**config.mk**
```make
export PLATFORM = sky130hd
export DESIGN_NAME = store_rmw_controller_flat
export DESIGN_NICKNAME = d
export VERILOG_FILES = /design/src/rtl/store_rmw_controller_pkg.sv /design/src/rtl/store_rmw_controller_if.sv /design/src/rtl/store_lane_merge.sv /design/src/rtl/store_rmw_controller.sv /design/src/flat_wrapper.sv
export SDC_FILE = /design/constraint.sdc
export NUM_CORES = 1
export LEC_CHECK = 0
export ABC_AREA = 1
export BUFFER_PORTS_ARGS = -buffer_cell sky130_fd_sc_hd__buf_2
export CAP_MARGIN = 20
export CORE_MARGIN = 2
export CORE_UTILIZATION = 43
export DETAILED_ROUTE_END_ITERATION = 12
export PLACE_DENSITY = 0.73
export SYNTH_ARGS = -nofsm -noshare
export SYNTH_HDL_FRONTEND = slang
export SYNTH_HIERARCHICAL = 1
export SYNTH_SLANG_ARGS = --single-unit
```
**constraint.sdc**
```tcl
create_clock -name clk -period 1.2 [get_ports clk]
set_input_delay 0.12 -clock clk [delete_from_list [all_inputs] [get_ports clk]]
set_output_delay 0.12 -clock clk [all_outputs]
set_load 0.01 [all_outputs]
```
**src/rtl/store_rmw_controller_pkg.sv**
```systemverilog
// rtl/store_rmw_controller_pkg.sv - shared store type codes, FSM encoding and alignment helper
package store_rmw_controller_pkg;

    localparam int WORD_OFFSET_BITS = 2;

    localparam logic [1:0] STORE_SB = 2'd0;
    localparam logic [1:0] STORE_SH = 2'd1;
    localparam logic [1:0] STORE_SW = 2'd2;

    typedef enum logic [2:0] {
        ST_IDLE = 3'd0,
        ST_RD   = 3'd1,
        ST_MRG  = 3'd2,
        ST_WR   = 3'd3,
        ST_ERR  = 3'd4
    } state_t;

    // Type code 3 is handled exactly like SW.
    function automatic logic is_misaligned(input logic [1:0]                  store_type,
                                           input logic [WORD_OFFSET_BITS-1:0] offset);
        case (store_type)
            STORE_SB: return 1'b0;
            STORE_SH: return offset[0];
            default:  return offset != '0;
        endcase
    endfunction

endpackage

```
**src/rtl/store_rmw_controller_if.sv**
```systemverilog
// rtl/store_rmw_controller_if.sv - store request and single-port data memory bundle
interface store_rmw_controller_if #(
    parameter int ADDR_WIDTH = 32
);
    logic                  req_valid;
    logic                  req_ready;
    logic [1:0]            req_type;
    logic [ADDR_WIDTH-1:0] req_addr;
    logic [31:0]           req_data;
    logic                  busy;
    logic                  done;
    logic                  err;
    logic [ADDR_WIDTH-1:0] mem_addr;
    logic                  mem_re;
    logic [31:0]           mem_rdata;
    logic                  mem_we;
    logic [31:0]           mem_wdata;

    // Pipeline and memory side.
    modport master (
        output req_valid, req_type, req_addr, req_data, mem_rdata,
        input  req_ready, busy, done, err, mem_addr, mem_re, mem_we, mem_wdata
    );

    // Controller side.
    modport slave (
        input  req_valid, req_type, req_addr, req_data, mem_rdata,
        output req_ready, busy, done, err, mem_addr, mem_re, mem_we, mem_wdata
    );

endinterface

```
**src/rtl/store_lane_merge.sv**
```systemverilog
// rtl/store_lane_merge.sv - little-endian byte/halfword lane merge into an old word
module store_lane_merge
    import store_rmw_controller_pkg::*;
(
    input  logic [31:0]                 new_data,
    input  logic [31:0]                 old_word,
    input  logic [1:0]                  store_type,
    input  logic [WORD_OFFSET_BITS-1:0] offset,
    output logic [31:0]                 merged
);

    always_comb begin
        merged = old_word;
        case (store_type)
            STORE_SB: begin
                case (offset)
                    2'd0:    merged[7:0]   = new_data[7:0];
                    2'd1:    merged[15:8]  = new_data[7:0];
                    2'd2:    merged[23:16] = new_data[7:0];
                    default: merged[31:24] = new_data[7:0];
                endcase
            end
            STORE_SH: begin
                // Odd halfword offsets never reach here; they are rejected as misaligned.
                if (offset[1]) merged[31:16] = new_data[15:0];
                else           merged[15:0]  = new_data[15:0];
            end
            default: merged = new_data;
        endcase
    end

endmodule

```
**src/rtl/store_rmw_controller.sv**
```systemverilog
// rtl/store_rmw_controller.sv - MEM-stage store sequencer: direct SW, read-modify-write SB/SH
module store_rmw_controller
    import store_rmw_controller_pkg::*;
#(
    parameter int ADDR_WIDTH = 32
) (
    input  logic                  clk,
    input  logic                  rst,
    store_rmw_controller_if.slave bus
);

    state_t                state_q;
    state_t                state_d;
    logic [ADDR_WIDTH-1:0] addr_q;
    logic [1:0]            type_q;
    logic [31:0]           wdata_q;
    logic [31:0]           merged;
    logic [ADDR_WIDTH-1:0] aligned_addr;
    logic                  accept;

    assign accept       = bus.req_valid && (state_q == ST_IDLE);
    assign aligned_addr = {addr_q[ADDR_WIDTH-1:WORD_OFFSET_BITS], {WORD_OFFSET_BITS{1'b0}}};

    store_lane_merge u_lane_merge (
        .new_data   (wdata_q),
        .old_word   (bus.mem_rdata),
        .store_type (type_q),
        .offset     (addr_q[WORD_OFFSET_BITS-1:0]),
        .merged     (merged)
    );

    always_ff @(posedge clk) begin
        if (rst) state_q <= ST_IDLE;
        else     state_q <= state_d;
    end

    // wdata_q holds the raw store data until MRG replaces it with the merged word,
    // so SW writes it unchanged and SB/SH merge from it.
    always_ff @(posedge clk) begin
        if (rst) begin
            addr_q  <= '0;
            type_q  <= '0;
            wdata_q <= '0;
        end else if (accept) begin
            addr_q  <= bus.req_addr;
            type_q  <= bus.req_type;
            wdata_q <= bus.req_data;
        end else if (state_q == ST_MRG) begin
            wdata_q <= merged;
        end
    end

    always_comb begin
        state_d = state_q;
        case (state_q)
            ST_IDLE: begin
                if (accept) begin
                    if (is_misaligned(bus.req_type, bus.req_addr[WORD_OFFSET_BITS-1:0]))
                        state_d = ST_ERR;
                    else if (bus.req_type == STORE_SB || bus.req_type == STORE_SH)
                        state_d = ST_RD;
                    else
                        state_d = ST_WR;
                end
            end
            ST_RD:   state_d = ST_MRG;
            ST_MRG:  state_d = ST_WR;
            ST_WR:   state_d = ST_IDLE;
            ST_ERR:  state_d = ST_IDLE;
            default: state_d = ST_IDLE;
        endcase
    end

    always_comb begin
        bus.busy      = (state_q != ST_IDLE);
        bus.req_ready = (state_q == ST_IDLE);
        bus.done      = 1'b0;
        bus.err       = 1'b0;
        bus.mem_re    = 1'b0;
        bus.mem_we    = 1'b0;
        bus.mem_addr  = '0;
        bus.mem_wdata = '0;
        case (state_q)
            ST_RD: begin
                bus.mem_re   = 1'b1;
                bus.mem_addr = aligned_addr;
            end
            ST_WR: begin
                bus.mem_we    = 1'b1;
                bus.mem_addr  = aligned_addr;
                bus.mem_wdata = wdata_q;
                bus.done      = 1'b1;
            end
            ST_ERR:  bus.err = 1'b1;
            default: ;
        endcase
    end

endmodule

```
**src/flat_wrapper.sv**
```systemverilog
// flat-port wrapper written by rule: the top's interface ports become plain ports
module store_rmw_controller_flat import store_rmw_controller_pkg::*;
#(
    parameter int ADDR_WIDTH = 32
)
  (clk, rst, bus_req_valid, bus_req_type, bus_req_addr, bus_req_data, bus_mem_rdata, bus_req_ready, bus_busy, bus_done, bus_err, bus_mem_addr, bus_mem_re, bus_mem_we, bus_mem_wdata);
  store_rmw_controller_if #(.ADDR_WIDTH(ADDR_WIDTH)) bus_i ();
  input  logic clk;
  input  logic rst;
  input wire logic [$bits(bus_i.req_valid)-1:0] bus_req_valid;
  input wire logic [$bits(bus_i.req_type)-1:0] bus_req_type;
  input wire logic [$bits(bus_i.req_addr)-1:0] bus_req_addr;
  input wire logic [$bits(bus_i.req_data)-1:0] bus_req_data;
  input wire logic [$bits(bus_i.mem_rdata)-1:0] bus_mem_rdata;
  output wire logic [$bits(bus_i.req_ready)-1:0] bus_req_ready;
  output wire logic [$bits(bus_i.busy)-1:0] bus_busy;
  output wire logic [$bits(bus_i.done)-1:0] bus_done;
  output wire logic [$bits(bus_i.err)-1:0] bus_err;
  output wire logic [$bits(bus_i.mem_addr)-1:0] bus_mem_addr;
  output wire logic [$bits(bus_i.mem_re)-1:0] bus_mem_re;
  output wire logic [$bits(bus_i.mem_we)-1:0] bus_mem_we;
  output wire logic [$bits(bus_i.mem_wdata)-1:0] bus_mem_wdata;
  assign bus_i.req_valid = bus_req_valid;
  assign bus_i.req_type = bus_req_type;
  assign bus_i.req_addr = bus_req_addr;
  assign bus_i.req_data = bus_req_data;
  assign bus_i.mem_rdata = bus_mem_rdata;
  assign bus_req_ready = bus_i.req_ready;
  assign bus_busy = bus_i.busy;
  assign bus_done = bus_i.done;
  assign bus_err = bus_i.err;
  assign bus_mem_addr = bus_i.mem_addr;
  assign bus_mem_re = bus_i.mem_re;
  assign bus_mem_we = bus_i.mem_we;
  assign bus_mem_wdata = bus_i.mem_wdata;
  store_rmw_controller #(.ADDR_WIDTH(ADDR_WIDTH)) u_core (.clk(clk), .rst(rst), .bus(bus_i));
endmodule
```
==> impl_metrics.json <==
{
  "whs_ns": 0.0356,
  "placed_cell_area_um2": 6470,
  "ys_warn_count": 6,
  "cellLeakagePower_nw": 4.44,
  "drive_above_1_share_pct": 47.7,
  "grt_use_total_pct": 32.5,
  "power_per_cell_area_nw_per_um2": 1160,
  "place_ws_ns": -0.173,
  "synth.cell_area_um2": 5010,
  "postLayoutSetupSlackWorst_ns": -0.426,
  "fin_area_um2": 8710,
  "crit_path_end_kind": "output pin",
  "design.core.area_um2": 11400,
  "numCtsBuffers": 9,
  "total_power_w": 0.0101,
  "synth.area.top_cells": "dfxtp_1, nand2_1, nand3_1",
  "root_buffer": "clkbuf_16",
  "port_buffers": 168,
  "htreeDepth": 3,
  "start_util_pct": 43.9,
  "violations": "setup timing",
  "pin_count": 171,
  "hp-class": "in -> reg",
  "antennaDiodeCount": 0,
  "areaGrowthSynthToFinish_pct": 73.7,
  "drt_iter0_drc": 1210,
  "ys_types": 23,
  "first_pass_iters": 7,
  "max_freq_ghz": 0.615,
  "fin_crit_sh_pct": 135,
  "grt_max_degree": 61,
  "synth-seq-cells": 69,
  "die-area_um2": 12500,
  "max_cap_viol_count": 0,
  "hold_violations": 0,
  "arrival_ns": 1.51,
  "viasPerCell": 5.96,
  "worstPathMaxFanout": 10,
  "tightest_slew_ns": 0.620,
  "wirelength_mm": 26.5,
  "synth.top_cell.area_share_pct": 27.6,
  "clk_pin_slew_worst_paths_ns": 0.07,
  "crit_path_start_kind": "flop",
  "ant_nets": 0,
  "worstSkewPairLatency_ns": 0.35,
  "dp_hpwl_mm": 12.2,
  "clock_skew_ns": 0.0136,
  "clock_path_buffers": 2,
  "drc": 0,
  "overflow": 0,
  "synth_commonest_cells": "nand2_1, inv_1, nand3_1",
  "hold_depth": 3,
  "die_x_um": 112,
  "status": "complete, but fails checks",
  "nNetsFinal": 1237,
  "relSlewSlack_pct": 58.7,
  "syn_inst": 905,
  "antenna_found_initial": 0,
  "ys.flop_type": "dfxtp_1",
  "first_global_vias": 6564,
  "peakVddDrop_mv": 1.06,
  "num_vias": 7656,
  "async_flop_share_pct": 0,
  "synth-seq-area-share_pct": 27.6,
  "fin_crit_ns": 1.63,
  "r2r_cells": 8,
  "holdBufCountCts": 0,
  "avgRoutedWirePerCell_um": 20.6,
  "synth_edf_count": 0,
  "grt_first_pass_wirelength_mm": 32.7,
  "setup_viol": 137,
  "die_y_um": 112,
  "cts_sinks": 69,
  "cts_tree": "done",
  "place_congestion": 0.923,
  "synth_largest_area_cell": "dfxtp_1",
  "worstSetupPathType": "reg -> out",
  "synth.avg_cell_area_um2": 5.54,
  "crit_required_ns": 1.08,
  "synthMostInstantiatedCell": "nand2_1",
  "finalMaxSlewViolations": 0,
  "rows": 39,
  "rsz0062_at_grt": "true",
  "tns_ns": -41.91
}
[cell type report]
cell class                 count  area (um^2)
clock buffer                   9          225
clock inverter                 7         80.1
fill                         723         2710
inverter                     148          568
multi-input combinational    625         3790
sequential                    69         1400
tap                          143          179
timing repair buffer         283         2470
[cell usage in the layout (no fill, tap or decap), types with 34 or more instances in the layout]
cell,count
nand3_1,46
dfxtp_1,62
buf_2,162
nand2_1,238
nand3_2,58
inv_1,139
nand2_2,35
buf_6,34
nor2_2,37
a21oi_2,37
buf_4,42
[worst max-delay path, stage by stage, from the launching register on]
cell and delay (ns):
dfxtp_2 0.38, inv_2 0.10, nor2_4 0.18, inv_4 0.09, clkbuf_16 0.18, nor2_1 0.09
buf_2 0.13
[timing repair]
| action | in CTS | in global routing |
|---|---|---|
| cloned | 15 | 12 |
| endpoints found under the setup margin | 116 | 137 |
| resized for setup | 150 | 207 |
| setup buffers | 28 | 4 |
| pin swaps | 81 | 44 |
[path summary, 6_finish.rpt]
kind	from	to	slack, ns
worst max-delay path	u_core/state_q[1]	bus_mem_wdata[27]	-0.43
worst min-delay path	bus_req_addr[23]	u_core/addr_q[23]	0.04
worst max register to register	u_core/state_q[0]	u_core/wdata_q[7]	-0.36
worst min register to register	u_core/addr_q[13]	u_core/addr_q[13]	0.45
[through the flow]
stage | util (%) | instances
global placement | 56.7 | 1216
CTS | 68.7 | 1273
floorplan | - | 906
finish | 76.3 | 1284
global route | 76.3 | 1284
detailed placement | 56.7 | 1216
[registers in the layout, summed over array words and instances, names as in the netlist]
name	count
u_core/addr_q	32
u_core/state_q	3
u_core/type_q	2
u_core/wdata_q	32
[metal layers]
layer	track usage, %	wire, um	vias up
met1	40.2	8920	3383
met2	53.0	11900	742
met5	0	0	-
met3	6.10	3340	249
met4	18.5	2370	0
li1	-	-	3282
[kinds of logic after synthesis]
logic type             share of synthesized area, %
flip-flops                                     27.6
AND/OR/NAND/NOR                                42.8
other                                        0.0748
AO/OA/AOI/OAI                                  12.4
buffers and inverters                          17.2
[report_power, final]
group          internal [W]  switching [W]  leakage [nW]  total (W)
Clock               0.00164        0.00122         0.143    0.00286
Combinational       0.00189        0.00252          3.72    0.00441
Sequential          0.00256       0.000272         0.576    0.00283
Note: power is estimated with default switching activity, not from simulation.
